<file path="src/rtl/mem_arb_pkg.sv">
// Shared types for the IFU/LSU memory arbiter: port ids, request bundle, strobe width.
package mem_arb_pkg;

    localparam int PKG_ADDR_W = 32;
    localparam int PKG_DATA_W = 32;

    function automatic int strb_w(input int data_w);
        return data_w / 8;
    endfunction

    localparam int PKG_STRB_W = strb_w(PKG_DATA_W);

    typedef enum logic {
        PORT_IFU = 1'b0,
        PORT_LSU = 1'b1
    } port_id_t;

    typedef struct packed {
        logic                  wr;
        logic [PKG_ADDR_W-1:0] addr;
        logic [PKG_DATA_W-1:0] wdata;
        logic [PKG_STRB_W-1:0] wstrb;
    } req_t;

endpackage

</file>
<file path="src/rtl/mem_arb_resp_buf.sv">
// Per-port response register: holds valid+rdata until consumed, reloads on a new grant.
module mem_arb_resp_buf #(
    parameter int DATA_W = 32
) (
    input  logic              clock,
    input  logic              reset,
    input  logic              grant,
    input  logic              grant_wr,
    input  logic [DATA_W-1:0] mem_rdata,
    input  logic              resp_ready,
    output logic              resp_valid,
    output logic [DATA_W-1:0] resp_rdata
);

    logic              valid_q, valid_d;
    logic [DATA_W-1:0] rdata_q, rdata_d;

    always_comb begin
        valid_d = valid_q;
        rdata_d = rdata_q;
        if (valid_q && resp_ready) begin
            valid_d = 1'b0;
        end
        // A grant in the consuming cycle wins, so the slot reloads instead of clearing.
        if (grant) begin
            valid_d = 1'b1;
            rdata_d = grant_wr ? '0 : mem_rdata;
        end
    end

    always_ff @(posedge clock or posedge reset) begin
        if (reset) begin
            valid_q <= 1'b0;
            rdata_q <= '0;
        end else begin
            valid_q <= valid_d;
            rdata_q <= rdata_d;
        end
    end

    assign resp_valid = valid_q;
    assign resp_rdata = rdata_q;

endmodule

</file>
<file path="src/rtl/mem_arbiter.sv">
// Merges IFU (port 1) and LSU (port 2) requests onto one memory port, one grant per cycle.
// Define MEM_ARB_RR_EN for round-robin arbitration; otherwise the LSU has fixed priority.
module mem_arbiter
    import mem_arb_pkg::*;
#(
    parameter int ADDR_W = PKG_ADDR_W,
    parameter int DATA_W = PKG_DATA_W,
    localparam int STRB_W = strb_w(DATA_W)
) (
    input  logic              clock,
    input  logic              reset,

    input  logic              p1_req_valid,
    output logic              p1_req_ready,
    input  logic              p1_req_wr,
    input  logic [ADDR_W-1:0] p1_req_addr,
    input  logic [DATA_W-1:0] p1_req_wdata,
    input  logic [STRB_W-1:0] p1_req_wstrb,
    output logic              p1_resp_valid,
    input  logic              p1_resp_ready,
    output logic [DATA_W-1:0] p1_resp_rdata,

    input  logic              p2_req_valid,
    output logic              p2_req_ready,
    input  logic              p2_req_wr,
    input  logic [ADDR_W-1:0] p2_req_addr,
    input  logic [DATA_W-1:0] p2_req_wdata,
    input  logic [STRB_W-1:0] p2_req_wstrb,
    output logic              p2_resp_valid,
    input  logic              p2_resp_ready,
    output logic [DATA_W-1:0] p2_resp_rdata,

    output logic              mem_en,
    output logic              mem_wr,
    output logic [ADDR_W-1:0] mem_addr,
    output logic [DATA_W-1:0] mem_wdata,
    output logic [STRB_W-1:0] mem_wstrb,
    input  logic [DATA_W-1:0] mem_rdata
);

    logic p1_elig, p2_elig;
    logic grant_p1, grant_p2;
    req_t p1_req, p2_req, sel_req;

    // Eligibility looks only at a port's own response slot, never the other port's.
    assign p1_elig = !reset && p1_req_valid && (!p1_resp_valid || p1_resp_ready);
    assign p2_elig = !reset && p2_req_valid && (!p2_resp_valid || p2_resp_ready);

`ifdef MEM_ARB_RR_EN
    port_id_t last_grant_q, last_grant_d;

    always_comb begin
        grant_p1     = 1'b0;
        grant_p2     = 1'b0;
        last_grant_d = last_grant_q;
        if (p1_elig && p2_elig) begin
            if (last_grant_q == PORT_LSU) grant_p1 = 1'b1;
            else                          grant_p2 = 1'b1;
        end else begin
            grant_p1 = p1_elig;
            grant_p2 = p2_elig;
        end
        if (grant_p1)      last_grant_d = PORT_IFU;
        else if (grant_p2) last_grant_d = PORT_LSU;
    end

    always_ff @(posedge clock or posedge reset) begin
        if (reset) last_grant_q <= PORT_LSU;
        else       last_grant_q <= last_grant_d;
    end
`else
    always_comb begin
        grant_p2 = p2_elig;
        grant_p1 = p1_elig && !p2_elig;
    end
`endif

    assign p1_req_ready = grant_p1;
    assign p2_req_ready = grant_p2;

    assign p1_req = '{wr: p1_req_wr, addr: p1_req_addr, wdata: p1_req_wdata, wstrb: p1_req_wstrb};
    assign p2_req = '{wr: p2_req_wr, addr: p2_req_addr, wdata: p2_req_wdata, wstrb: p2_req_wstrb};

    always_comb begin
        sel_req   = grant_p1 ? p1_req : p2_req;
        mem_en    = grant_p1 || grant_p2;
        mem_wr    = mem_en && sel_req.wr;
        mem_addr  = sel_req.addr;
        mem_wdata = sel_req.wdata;
        mem_wstrb = sel_req.wstrb;
    end

    mem_arb_resp_buf #(.DATA_W(DATA_W)) u_resp_p1 (
        .clock      (clock),
        .reset      (reset),
        .grant      (grant_p1),
        .grant_wr   (p1_req_wr),
        .mem_rdata  (mem_rdata),
        .resp_ready (p1_resp_ready),
        .resp_valid (p1_resp_valid),
        .resp_rdata (p1_resp_rdata)
    );

    mem_arb_resp_buf #(.DATA_W(DATA_W)) u_resp_p2 (
        .clock      (clock),
        .reset      (reset),
        .grant      (grant_p2),
        .grant_wr   (p2_req_wr),
        .mem_rdata  (mem_rdata),
        .resp_ready (p2_resp_ready),
        .resp_valid (p2_resp_valid),
        .resp_rdata (p2_resp_rdata)
    );

endmodule
</file>
<file path="config.mk">
export PLATFORM = sky130hd
export DESIGN_NAME = mem_arbiter
export DESIGN_NICKNAME = d
export VERILOG_FILES = /design/src/rtl/mem_arb_pkg.sv /design/src/rtl/mem_arb_resp_buf.sv /design/src/rtl/mem_arbiter.sv
export SDC_FILE = /design/constraint.sdc
export NUM_CORES = 1
export LEC_CHECK = 0
export ABC_AREA = 0
export CAP_MARGIN = 40
export CORE_AREA = 2 2 123 125
export DETAILED_ROUTE_END_ITERATION = 6
export DIE_AREA = 0 0 125 127
export PLACE_DENSITY = 0.75
export REMOVE_ABC_BUFFERS = 1
export SLEW_MARGIN = 20
export SYNTH_ARGS = -nofsm -noshare
export SYNTH_HDL_FRONTEND = slang
export SYNTH_SLANG_ARGS = --single-unit
export TNS_END_PERCENT = 10
</file>
<file path="constraint.sdc">
create_clock -name clock -period 2.85 [get_ports clock]
set_input_delay 0.57 -clock clock [delete_from_list [all_inputs] [get_ports clock]]
set_output_delay 0.57 -clock clock [all_outputs]
set_load 0.1 [all_outputs]
</file>
# == After elaboration in Yosys (flattened, before gate mapping) ==
# Index checks and enable logic that the tools add are counted.
# Widths: inputs -> output; s select.
# word_totals
reg_bits,66
latchBits,0
ram_bits,0
rom_bits,0
in_bits,176
memories,0
# classes
addsub,0
multipliers,0
n_div,0
magnitude_cmp,0
eq_ne,0
shift,0
n_mux,7
n_bitwise,0
reduce_logical,17
# op_table
op,n
$mux 69,1
$mux 32,2
$logic_and 1x1->1,8
$logic_not 1->1,4
$mux 1,4
$reduce_bool 2->1,2
$logic_or 1x1->1,3

# == Longest topological paths before layout ==
# Gate-level depths: netlist of the first run.
# logic_depth
depth_word,7
mapped_depth,5

# == Hierarchy ==
# From an unflattened synthesis of the first run, not the netlist that was laid out.
# unflattened
hier_cells,237
area_unflattened_um2,3418.3
# by_module_without_submodules
module,instances,cells_per_inst,area_per_inst_um2
mem_arb_resp_buf,2,77,1188.6
mem_arbiter,1,83,1041.0

# == Worst setup path before layout of the first run ==
# No wires, ideal clock.
# synth_timing
kind,reg2out
startpoint,"reg u_resp_p2.valid_q, in the netlist u_resp_p2.resp_valid"
endpoint,out mem_wr
arrival_ps,3488
required_time_ps,2280
slack_ps,-1208
stages_incl_launch_ff,5
n_path_buf,1
path_cell_list,dfrtp_1 -> nor2b_1 -> clkbuf_1 -> nor2_1 -> a22o_1
# synth_between
elab_chain_len,7
word_cells_on_any_way,8
cone_classes,mux: 1; reduce/logical: 7
# synth_rtl
item,line_no,text
"start, declared",mem_arb_resp_buf.sv:15,"logic valid_q, valid_d;"
"start signal, assigned",mem_arb_resp_buf.sv:36,valid_q <= valid_d;
$logic_not 1->1 (*),mem_arbiter.sv:47,assign p2_elig = !reset && p2_req_valid && (!p2_resp_valid || p2_resp_ready);
$logic_or 1x1->1 (*),mem_arbiter.sv:47,
$logic_and 1x1->1 (*),mem_arbiter.sv:47,
net p2_req_ready,mem_arbiter.sv:24,"output logic p2_req_ready,"
$logic_not 1->1,mem_arbiter.sv:74,grant_p1 = p1_elig && !p2_elig;
$logic_and 1x1->1,mem_arbiter.sv:74,
$mux 69 or $logic_or 1x1->1 (tied branches),"mem_arbiter.sv:85, mem_arbiter.sv:86",
$logic_and 1x1->1 (*),mem_arbiter.sv:87,mem_wr = mem_en && sel_req.wr;
"end, declared",mem_arbiter.sv:34,"output logic mem_wr,"
# The timed path passes the listed nets; every way through them passes the cells marked *.

# == Worst setup path after layout of the first run ==
# layout_timing
startpoint,in p2_resp_ready
endpoint,out mem_addr[9]
# layout_between
elab_chain_len,5
# layout_rtl
item,line_no,text
"start, declared",mem_arbiter.sv:30,"input logic p2_resp_ready,"
$logic_or 1x1->1,mem_arbiter.sv:47,
$logic_and 1x1->1,mem_arbiter.sv:47,
$logic_not 1->1,mem_arbiter.sv:74,
$logic_and 1x1->1,mem_arbiter.sv:74,
$mux 69,mem_arbiter.sv:85,sel_req = grant_p1 ? p1_req : p2_req;
"end, declared",mem_arbiter.sv:35,"output logic [ADDR_W-1:0] mem_addr,"
# No other way between the ends.

==> results.toml, run 1 <==
[logic_synthesis]
yosys-top-cells-area = "dfrtp_1 44%, mux2_1 20%, mux2_2 9.9%, o41ai_1 7.5%, o21ai_0 4.3%"
synth.distinct_cells = 18
synth-seq-cells = 66
avgSynthCellArea_um2 = 11.0
yosysTopAreaCell = "dfrtp_1"
yosysWarningCount = 0
synth_top_cell_area_share_pct = 44.2
syn_inst = 339
syn_area_mm2 = 0.00374
seq_area_frac_synth_pct = 44.2

[clock_tree]
hold_buffers = 0
htree_levels = 3
numCtsBuffers = 9
root_buffer = "clkbuf_16"
cts.sinks = 66
cts_max_path_buffers = 2
cts_tree = "yes"
clk_latency_ns = 0.32
clk_pin_slew_ns = 0.05

[critical_path]
timing.rr.end = "u_resp_p1.resp_rdata[13]"
r2r_cells = 7
end_kind = "output pin"
crit_arrival_ns = 2.20
startpoint = "p2_resp_ready"
r2r-start = "u_resp_p2.resp_valid"
critPathLaunchType = "input pin"
cp_data_required_time_ns = 2.28
critPathCapture = "mem_addr[9]"
path_class = "in -> out"
r2r_slack_ns = 0.89
cp_max_fo = 5

[cells_and_area]
finish.utilization_pct = 57.7
seqCellArea_mm2 = 0.00165
final_cells = 850
drive_above_1_share_pct = 39.3
area_growth_pct = 123
final_nets = 840
fillers = 1178
multiInputGateArea_mm2 = 0.00193
diodes = 0

[timing]
finalHoldViolCount = 0
worst_pin_slew_ns = 0.646
slew_headroom_pct = 56.9
fin_ws_ns = 0.0787
fin_skew_ns = 0.00400
min_period_over_period_pct = 97.2
finalMaxSlewViolations = 0
period_needed_ns = 2.77
clock.fmax_mhz = 361
setup_viol = 0

[floorplanning]
die_y_um = 127
fp.coreArea_mm2 = 0.0144
die_w_um = 125
die-area_mm2 = 0.0159
std_cell_rows = 44
io-pin-count = 314
start_util_pct = 25.9

[detailed_routing]
drtIter0Drc = 148
drc_errors = 0
dr.pass1.iters = 4
vias_per_cell = 4.73
vias = 4021
routed_wl_um = 17800
wl_per_cell_um = 20.9
ant_nets = 0

[placement]
hpwl_um = 13800
dp_slack_ns = -0.449
port_buffers = 313
place_inst = 825
gp_congestion = 0.832

[run_status]
status = "completed"

[grt]
grt_usage_pct = 21.5
grt_max_degree = 63
grt_pass1_vias = 4258
grt_pass1_wl_um = 26200
antenna_found_initial = 2
grt-ovfl-total = 0

[run]
drv_cap = 0

[power]
power_mw = 5.17
peakVddDrop_v = 0.000596
leakage_nw = 3.83
p_per_area_mw_per_mm2 = 621

[hold_path]
hold_path.class = "reg -> reg"
[area by class of cell]
type / count / share of cell area, %
Timing Repair Buffer: 347 / 49.5
Inverter: 34 / 1.53
Multi-Input combinational cell: 206 / 23.2
Tap cell: 184 / 2.77
Clock buffer: 13 / 3.13
Sequential cell: 66 / 19.8
[synth_stat cells]
cell type / n
mux2_1: 67
dfrtp_1: 66
inv_1: 34
mux2_2: 33
nor2_1: 33
o21ai_0: 32
o41ai_1: 32
clkbuf_1: 19
buf_6: 8
buf_1: 3
buf_2: 3
nand2b_1: 2
nor2b_1: 2
a2111oi_4: 1
a22o_1: 1
nand2_1: 1
o32ai_1: 1
or2_2: 1
[power breakdown]
part | switching, mW | total (mW) | internal, mW
registers | 0.0809 | 1.16 | 1.08
clock network | 0.355 | 0.976 | 0.621
logic | 2.08 | 3.03 | 0.945
[flip-flops by register name (all words and copies together) (netlist names)]
register              cells
u_resp_p2.resp_rdata     32
u_resp_p1.resp_rdata     32
u_resp_p2.resp_valid      1
u_resp_p1.resp_valid      1
[per-layer routing]
layer  track usage [%]  wire (um)  vias up
met4              2.88        172        4
met1              27.4       7250     1949
met5                 0         28        -
met2              36.9       8910      194
met3              6.99       1410       16
li1                  -          -     1858
[cells by family after synthesis]
logic type	after synthesis	synth area share (%)
buffers and inverters	67	8.44
muxes	100	30.1
AOI/OAI and AO/OA	67	13.0
and+or+nand+nor	39	4.25
DFF	66	44.2
[critical path: stages]
cell and delay [ns]:
buf_6 0.10, nand2b_4 0.15, a2111oi_4 0.35, buf_6 0.18, buf_12 0.12, buf_12 0.11
buf_16 0.12, mux2_4 0.31, buf_12 0.17
[stage by stage]
stage | TNS (ns) | cell area, um^2 | hold slack (ns)
global route | -0.000417 | 8320 | 0.521
detailed placement | -28.05 | 7680 | 0.478
CTS | 0 | 8310 | 0.494
global placement | -27.86 | 7680 | 0.473
floorplan | -451.76 | 3550 | 0.672
finish | 0 | 8320 | 0.488
[placed cells by master (no fill, tap or decap)]
cell,n
or2_2,1
o41ai_1,32
mux2_4,37
a2111oi_4,1
nand2b_4,1
mux2_2,30
nor2_1,33
clkbuf_8,2
clkbuf_16,9
clkbuf_2,3
nand2_1,1
mux2_1,33
buf_12,80
clkdlybuf4s50_1,170
dlygate4sd2_1,1
o21ai_0,32
buf_4,86
nand2b_2,1
o32ai_1,1
inv_2,2
buf_16,4
a22o_1,1
clkbuf_1,2
buf_6,3
dfrtp_1,66
nor2b_4,2
inv_1,32
[repair_timing]
item,in CTS,in global routing
buffers inserted,6,2
setup endpoints to repair,70,27
resized for setup,93,7
pin swaps,1,1
gates cloned,4,0
[worst min-delay path by stage]
stage / start / endpoint / slack (ns) / depth (start not counted)
4_1_cts: u_resp_p1.resp_rdata[5] / u_resp_p1.resp_rdata[5] / 0.49 / 1
6_report: u_resp_p1.resp_rdata[5] / u_resp_p1.resp_rdata[5] / 0.49 / 1
3_3_place_gp: u_resp_p1.resp_rdata[2] / u_resp_p1.resp_rdata[2] / 0.47 / 1
3_5_place_dp: u_resp_p1.resp_rdata[7] / u_resp_p1.resp_rdata[7] / 0.48 / 1
5_1_grt: u_resp_p1.resp_rdata[5] / u_resp_p1.resp_rdata[5] / 0.52 / 1
2_1_floorplan: p2_req_wr / u_resp_p2.resp_rdata[27] / 0.67 / 1
Note: power is estimated with default switching activity, not from simulation.
==> run 2, diff against run 1 <==
--- a/config.mk
+++ b/config.mk
@@ -5,13 +5,13 @@
 export SDC_FILE = /design/constraint.sdc
 export NUM_CORES = 1
 export LEC_CHECK = 0
-export ABC_AREA = 0
 export CAP_MARGIN = 40
 export CORE_AREA = 2 2 123 125
 export DETAILED_ROUTE_END_ITERATION = 6
 export DIE_AREA = 0 0 125 127
 export PLACE_DENSITY = 0.75
 export REMOVE_ABC_BUFFERS = 1
+export SKIP_CTS_REPAIR_TIMING = 1
 export SLEW_MARGIN = 20
 export SYNTH_ARGS = -nofsm -noshare
 export SYNTH_HDL_FRONTEND = slang
==> results.toml, run 2 (synthesis gave the netlist of run 1 again) <==
[timing]
slew_headroom_pct = 57.0
whs_ns = 0.488
finalHoldViolCount = 0
fin_skew_ns = 0.00577
finalMaxSlewViolations = 0
min_period_over_period_pct = 97.9
setup_viol = 0
clock.fmax_mhz = 358
fin_ws_ns = 0.0593
rsz0062_at_grt = "true"
worst_pin_slew_ns = 0.644
period_needed_ns = 2.79

[power]
p_per_area_mw_per_mm2 = 631
peakVddDrop_v = 0.000596
leakage_nw = 3.71

[clock_tree]
cts_max_path_buffers = 2
numCtsBuffers = 9
htree_levels = 3
cts_tree = "yes"
root_buffer = "clkbuf_16"
clk_latency_ns = 0.32
clk_pin_slew_ns = 0.05
cts.sinks = 66

[hold_path]
worst_hold_path.endpoint = "u_resp_p1.resp_rdata[5]"
min_path_cells = 1
min_from = "u_resp_p1.resp_rdata[5]"
hold_path.class = "reg -> reg"

[run_status]
status = "completed"

[detailed_routing]
ant_nets = 0
drtIter0Drc = 172
vias_per_cell = 4.71
routed_wl_um = 17400
dr.pass1.iters = 4
drc_errors = 0
vias = 3986
wl_per_cell_um = 20.5

[cells_and_area]
layout_common_cells = "170 x clkdlybuf4s50_1, 86 x buf_4, 76 x buf_12, 66 x dfrtp_1, 53 x mux2_1"
final_common_cell = "clkdlybuf4s50_1"
area_growth_pct = 117
final_nets = 836
diodes = 0
drive_above_1_share_pct = 35.5

[grt]
antenna_found_initial = 2
grt_usage_pct = 20.4
grt_pass1_wl_um = 24800
grt_pass1_vias = 4108
grt_max_degree = 63
grt-ovfl-total = 0

[critical_path]
cp_data_required_time_ns = 2.28
r2r_cells = 7
slowest_stage = "mux2_1"
cp_max_fo = 9
path_class = "reg -> out"
end_kind = "output pin"
timing.rr.end = "u_resp_p1.resp_rdata[13]"
critPathMaxStageDelay_ns = 0.40
crit_chain = "nor2b_4 -> a2111oi_4 -> buf_4 -> buf_2 -> mux2_1 -> buf_12"
crit_arrival_ns = 2.22
r2r-start = "u_resp_p1.resp_valid"
r2r_slack_ns = 0.71
critPathLaunchType = "flip-flop"

[floorplanning]
die_w_um = 125
start_util_pct = 25.9
fp.coreArea_mm2 = 0.0144
io-pin-count = 314
std_cell_rows = 44
die-area_mm2 = 0.0159
die_y_um = 127

[placement]
gp_congestion = 0.832
dp_slack_ns = -0.449
hpwl_um = 13800
port_buffers = 313

[run]
drv_cap = 0
run 2: how the worst max path moves through the flow:
stage,startpoint,to,slack (ns)
finish,u_resp_p1.resp_valid,mem_addr[4],0.06
CTS,p2_resp_ready,mem_addr[19],-0.46
global route,u_resp_p1.resp_valid,mem_wdata[27],-0.03
global placement,p2_resp_ready,mem_addr[19],-0.45
floorplan,u_resp_p2.resp_valid,mem_wr,-4.50
detailed placement,p2_resp_ready,mem_addr[19],-0.45
run 2: report_power, final:
part / total [mW] / switching (mW) / internal (mW)
clock: 0.981 / 0.359 / 0.621
combinational: 2.97 / 2.07 / 0.899
sequential: 1.16 / 0.0807 / 1.08
run 2: metrics by stage:
stage                     setup TNS [ns]  power, mW  instance area [um^2]  instances  utilization (%)
after floorplan                  -451.76       3.10                  3550        306                -
after global placement            -27.86       4.09                  7680        825             53.3
after detailed placement          -28.05       4.12                  7680        825             53.3
after CTS                         -28.16       5.13                  7940        838             55.1
after global routing              -0.582       5.28                  8110        846             56.2
final                                  0       5.11                  8110        846             56.2
run 2: worst max-delay path: cells and delay by family (launching register included):
| kind | cells | cell delay [ns] |
|---|---|---|
| buffers and inverters | 3 | 0.66 |
| muxes | 1 | 0.40 |
| DFF | 1 | 0.38 |
| AOI/OAI and AO/OA | 1 | 0.30 |
| and+or+nand+nor | 1 | 0.15 |
run 2: final cells by class:
class                      count  area (um^2)
multi-input combinational    206         1810
clock buffer                  13          260
fill                        1203         6320
sequential                    66         1650
tap                          184          230
inverter                      34          128
timing repair buffer         343         4030
run 2: routing by layer:
layer	global-route usage, %	routed length, um	up-vias
li1	-	-	1846
met3	7.08	1440	14
met5	0	27	-
met4	2.61	133	4
met1	25.9	7140	1947
met2	34.6	8640	175
